File: config.mk
export PLATFORM = sky130hd
export DESIGN_NAME = std_reg_queue
export DESIGN_NICKNAME = d
export VERILOG_FILES = /design/src/rtl/std_reg_pkg.sv /design/src/rtl/std_reg_queue_ptr.sv /design/src/rtl/std_reg_queue.sv
export SDC_FILE = /design/constraint.sdc
export NUM_CORES = 1
export LEC_CHECK = 0
export BUFFER_PORTS_ARGS = -buffer_cell sky130_fd_sc_hd__buf_2
export CAP_MARGIN = 5
export CORE_MARGIN = 3
export CORE_UTILIZATION = 53
export CTS_BUF_LIST = sky130_fd_sc_hd__clkbuf_8
export CTS_CLUSTER_DIAMETER = 30
export CTS_CLUSTER_SIZE = 12
export DETAILED_ROUTE_END_ITERATION = 16
export PLACE_DENSITY = 0.82
export SYNTH_ARGS = -nofsm -noshare
export SYNTH_HDL_FRONTEND = slang
export SYNTH_HIERARCHICAL = 1
export SYNTH_SLANG_ARGS = --single-unit
File: constraint.sdc
create_clock -name sysclk -period 2.14 [get_ports sysclk]
set_input_delay 0.214 -clock sysclk [delete_from_list [all_inputs] [get_ports sysclk]]
set_output_delay 0.214 -clock sysclk [all_outputs]
set_load 0.05 [all_outputs]
File: src/rtl/std_reg_pkg.sv
// Shared constants for the standard register family: the widest supported
// word and the bit positions inside the err status vector.
package std_reg_pkg;

    localparam int MAX_REG_WIDTH = 256;
    localparam int ERR_OVF       = 0;
    localparam int ERR_UNF       = 1;

endpackage : std_reg_pkg

File: src/rtl/std_reg_queue_ptr.sv
// Wrapping index counter for std_reg_queue. Counts 0 .. DEPTH-1 and wraps
// back to 0 with an explicit compare, so DEPTH need not be a power of two.
module std_reg_queue_ptr #(
    parameter int  DEPTH = 4,
    localparam int PW    = $clog2(DEPTH)
) (
    input  logic          clk,
    input  logic          rst_n,
    input  logic          inc,
    output logic [PW-1:0] ptr
);

    localparam logic [PW-1:0] LAST_IDX = PW'(DEPTH - 1);

    logic [PW-1:0] ptr_q;
    logic [PW-1:0] ptr_d;

    // Next index: advance on inc, wrap from the last entry back to zero.
    always_comb begin
        ptr_d = ptr_q;
        if (inc) begin
            if (ptr_q == LAST_IDX) begin
                ptr_d = {PW{1'b0}};
            end else begin
                ptr_d = ptr_q + PW'(1);
            end
        end else begin
            ptr_d = ptr_q;
        end
    end

    // Index register, cleared asynchronously.
    always_ff @(posedge clk or negedge rst_n) begin
        if (!rst_n) begin
            ptr_q <= {PW{1'b0}};
        end else begin
            ptr_q <= ptr_d;
        end
    end

    assign ptr = ptr_q;

endmodule : std_reg_queue_ptr

File: src/rtl/std_reg_queue.sv
// std_reg_queue: DEPTH-entry queue of STORAGE_WIDTH-bit words with a
// load/read handshake, full/empty/count status and a head output that is
// zero-extended or truncated to OUTPUT_WIDTH (0 while empty).
// Optional feature macro: STD_REG_QUEUE_ERR_FLAGS_EN enables the sticky
// overflow/underflow flags on err; without it err is constant 2'b00.
// WORD_WIDTH defaults to 16 when not supplied by the build.
`ifndef WORD_WIDTH
`define WORD_WIDTH 16
`endif

module std_reg_queue
    import std_reg_pkg::*;
#(
    parameter int  STORAGE_WIDTH = `WORD_WIDTH,
    parameter int  OUTPUT_WIDTH  = `WORD_WIDTH,
    parameter int  DEPTH         = 4,
    localparam int CW            = $clog2(DEPTH + 1),
    localparam int PW            = $clog2(DEPTH)
) (
    input  logic                     sysclk,
    input  logic                     sysreset_n,
    input  logic [STORAGE_WIDTH-1:0] data_in,
    input  logic                     load,
    input  logic                     read,
    output logic [OUTPUT_WIDTH-1:0]  data_out,
    output logic                     full,
    output logic                     empty,
    output logic [CW-1:0]            count,
    output logic [1:0]               err
);

    localparam logic [CW-1:0] DEPTH_C = CW'(DEPTH);

    logic [STORAGE_WIDTH-1:0] mem_q [0:DEPTH-1];
    logic [CW-1:0]            count_q;
    logic [CW-1:0]            count_d;
    logic [PW-1:0]            wr_ptr_s;
    logic [PW-1:0]            rd_ptr_s;
    logic                     full_s;
    logic                     empty_s;
    logic                     push_s;
    logic                     pop_s;
    logic [STORAGE_WIDTH-1:0] head_s;
    logic [OUTPUT_WIDTH-1:0]  head_fit_s;

    // Handshake decode: a full queue still accepts a load when the same
    // edge pops; an empty queue never pops, even alongside a load.
    always_comb begin
        full_s  = (count_q == DEPTH_C);
        empty_s = (count_q == {CW{1'b0}});
        push_s  = load && (!full_s || read);
        pop_s   = read && !empty_s;
    end

    // Occupancy update: a push and a pop on the same edge cancel out.
    always_comb begin
        count_d = count_q;
        case ({push_s, pop_s})
            2'b10:   count_d = count_q + CW'(1);
            2'b01:   count_d = count_q - CW'(1);
            default: count_d = count_q;
        endcase
    end

    // Occupancy register; a reset discards whatever the queue held.
    always_ff @(posedge sysclk or negedge sysreset_n) begin
        if (!sysreset_n) begin
            count_q <= {CW{1'b0}};
        end else begin
            count_q <= count_d;
        end
    end

    // Storage array is intentionally not reset; the output gate hides it.
    always_ff @(posedge sysclk) begin
        if (push_s) begin
            mem_q[wr_ptr_s] <= data_in;
        end
    end

    std_reg_queue_ptr #(.DEPTH(DEPTH)) u_wr_ptr (
        .clk   (sysclk),
        .rst_n (sysreset_n),
        .inc   (push_s),
        .ptr   (wr_ptr_s)
    );

    std_reg_queue_ptr #(.DEPTH(DEPTH)) u_rd_ptr (
        .clk   (sysclk),
        .rst_n (sysreset_n),
        .inc   (pop_s),
        .ptr   (rd_ptr_s)
    );

    assign head_s = mem_q[rd_ptr_s];

    generate
        if (OUTPUT_WIDTH > STORAGE_WIDTH) begin : g_pad
            assign head_fit_s = {{(OUTPUT_WIDTH - STORAGE_WIDTH){1'b0}}, head_s};
        end else begin : g_trunc
            assign head_fit_s = head_s[OUTPUT_WIDTH-1:0];
        end
    endgenerate

    // Head output, forced to zero while the queue is empty.
    always_comb begin
        if (empty_s) begin
            data_out = {OUTPUT_WIDTH{1'b0}};
        end else begin
            data_out = head_fit_s;
        end
    end

    assign full  = full_s;
    assign empty = empty_s;
    assign count = count_q;

`ifdef STD_REG_QUEUE_ERR_FLAGS_EN
    logic [1:0] err_q;
    logic [1:0] err_d;

    // Sticky flags: dropped load while full, read while empty.
    always_comb begin
        err_d = err_q;
        if (load && full_s && !read) begin
            err_d[ERR_OVF] = 1'b1;
        end else begin
            err_d[ERR_OVF] = err_q[ERR_OVF];
        end
        if (read && empty_s) begin
            err_d[ERR_UNF] = 1'b1;
        end else begin
            err_d[ERR_UNF] = err_q[ERR_UNF];
        end
    end

    // Flag register, cleared only by reset.
    always_ff @(posedge sysclk or negedge sysreset_n) begin
        if (!sysreset_n) begin
            err_q <= 2'b00;
        end else begin
            err_q <= err_d;
        end
    end

    assign err = err_q;
`else
    assign err = 2'b00;
`endif

endmodule : std_reg_queue

==> impl_metrics.tcl <==
set metrics [dict create \
    critPathLaunchType "register" \
    yosys.area_share.simple_pct 7.69 \
    finClkSkew_ps 5.32 \
    stdcell_area_sq_mm 0.00350 \
    drtIter0Drc 114 \
    seq_area_sq_mm 0.00211 \
    setup_violations 0 \
    clk_pin_slew_worst_paths_ps 70 \
    cts_made_buffers 9 \
    via_per_inst 5.39 \
    ant_nets 0 \
    post-route-drc-count 0 \
    layout_min_cycle_time_ps 2060 \
    wl_per_cell_um 19.1 \
    drive_above_1_share_pct 46.7 \
    numPortBuffers 40 \
    antenna_found_initial 0 \
    synth_fa_ha_area_share_pct 1.94 \
    muxShareOfSynthArea_pct 14.6 \
    syn2layout_area_growth_pct 18.2 \
    rsz0062_at_grt "false" \
    met1_length_um 2110 \
    clk_latency_ps 330 \
    ys_seq_elements 71 \
    avgSynthCellArea_sq_um 21.0 \
    max-cap-violations 0 \
    pre_cts_slack_ps 140 \
    start_util_pct 56.5 \
    num_rows 26 \
    nFillCells 357 \
    timing.final.ws_setup_ps 82.1 \
    h-tree-depth 3 \
    tightest_slew_ps 680 \
    drv_slew 0 \
    status "finished, final reports clean" \
    cp-end-kind "output pin" \
    postCtsSetupBuffers 0 \
    fin_worst_hold_slack_ps 105 \
    grt_first_pass_wirelength_um 8050 \
    grt.overflow.total 0 \
    root_buffer "clkbuf_8" \
    grt_util_all_layers_pct 17.7 \
    die_area_sq_mm 0.00652 \
    grt_pass1_vias 1532 \
    synth_compound_area_share_pct 1.10 \
    num_vias 1451 \
    top_layer "met4" \
    critical_path_class "register to output pin" \
    core_area_sq_mm 0.00524 \
    required_ps 1930 \
    finalCritPeriodShare_pct 96.2 \
    num_antenna_cells 0 \
    mappedNetlistArea_sq_mm 0.00296 \
    slew_headroom_pct 54.5 \
    r2r_cells 5 \
    fmax_mhz 486 \
    die_width_um 80.7 \
    place.gp.congestion 0.782 \
    wl_met3_um 178 \
    path_max_fanout 10 \
    grt_max_degree 19 \
    met2WireLength_um 2760 \
    io_pins 43 \
    synth_xor_area_share_pct 0.888 \
    tritoncts "built" \
    multi_input_area_sq_um 812 \
    hold_viol 0 \
    worstHoldPathCells 1 \
    hpwlAfterDp_um 3540 \
    clockBufferDepth 2 \
    die_height_um 80.7 \
    num-nets-final 219 \
    cts.sinks 71 \
    synth-warning-count 6 \
    place_area_sq_mm 0.00328 \
    routed_wl_um 5130 \
    synthDistinctLibCells 27 \
    synth_top_family_by_area "multiplexers" \
    critPathArrivalTime_ps 1840 \
    hold_class "input port to register" \
    firstDrtPassIters 4 \
    synth_cells 141 \
    yosysSeqAreaShare_pct 70.8 \
]
-- metal layers --
metal / vias up / global-route usage (%)
met3: 7 / 3.99
met2: 43 / 29.0
met4: 0 / 8.95
li1: 661 / -
met1: 740 / 22.4
met5: - / 0
-- cells in the final DEF (no fill, tap or decap), types with 3 or more instances in the layout --
cell type | synthesis | layout
edfxtp_1 | 64 | 64
buf_2 | 1 | 40
mux4_2 | 10 | 10
nor2b_1 | 10 | 9
clkbuf_8 | 0 | 9
nor2b_4 | 7 | 8
buf_4 | 3 | 7
mux4_1 | 6 | 6
inv_1 | 5 | 3
clkinv_1 | 0 | 3
dfrtp_1 | 7 | 3
-- through the flow --
step           cells  utilization [%]  TNS, ps
2_1_floorplan    142                -     -137
3_3_place_gp     253             62.7        0
3_5_place_dp     253             62.7        0
4_1_cts          269             66.7        0
5_1_grt          269             66.8        0
6_report         269             66.8        0
-- path summary, 6_finish.rpt --
check	to	startpoint	slack, ps
hold / removal	mem_q[1][2]	data_in[2]	100
min in group asynchronous	count[1]	sysreset_n	250
setup reg to reg	mem_q[2][13]	count[2]	150
setup / recovery	data_out[1]	u_rd_ptr/ptr[0]	80
max in group asynchronous	count[0]	sysreset_n	1720
hold reg to reg	count[0]	count[0]	600
-- timing repair --
| item | CTS | global route |
|---|---|---|
| gates resized for setup | 1 | 1 |
| endpoints found under the setup margin | 16 | 2 |
| endpoints found under the hold margin | 7 | 0 |
| pin swaps | 0 | 0 |
| hold buffers | 1 | 0 |
-- logic make-up (layout without fill, tap and decap cells) --
logic type	after synthesis	in the layout
other cells	1	2
compound gates	2	2
mux	20	20
buf+inv	12	69
xor+xnor	3	3
fa+ha+maj	4	4
simple gates	28	28
flops	71	71
-- cell type report --
| type | count | share of cell area (%) |
|---|---|---|
| clock buffer | 9 | 3.54 |
| clock inverter | 6 | 2.18 |
| inverter | 5 | 0.536 |
| multi-input combinational | 59 | 23.2 |
| sequential | 71 | 60.2 |
| tap | 70 | 2.50 |
| timing repair buffer | 49 | 7.83 |
-- registers in the layout (all words and copies together), names as in the netlist --
register and cells:
mem_q 64, count 3, u_rd_ptr/ptr 2, u_wr_ptr/ptr 2
-- critical path, stage by stage, from the launching register on --
cell and delay, ps:
dfrtp_1 370, buf_6 190, mux4_1 570, nor2b_1 160, buf_2 220
-- Yosys cell counts, drive strengths merged --
cell / instances / area (sq um)
conb: 1 / 3.75
nor2: 2 / 7.51
fa: 1 / 20.0
ha: 3 / 37.5
nand2b: 2 / 12.5
nor3b: 2 / 15.0
clkbuf: 1 / 5.00
o21ai: 1 / 5.00
edfxtp: 64 / 1920
inv: 5 / 18.8
mux2i: 2 / 20.0
mux4: 16 / 383
xnor2: 2 / 17.5
o41ai: 1 / 27.5
dfrtp: 7 / 175
nor2b: 17 / 159
mux2: 2 / 30.0
nand2: 2 / 7.51
xor2: 1 / 8.76
buf: 6 / 58.8
nor3: 3 / 26.3
Power is left out: the tool's default activity adds up to more than one toggle a clock period on the data nets, which glitch-free logic cannot reach.
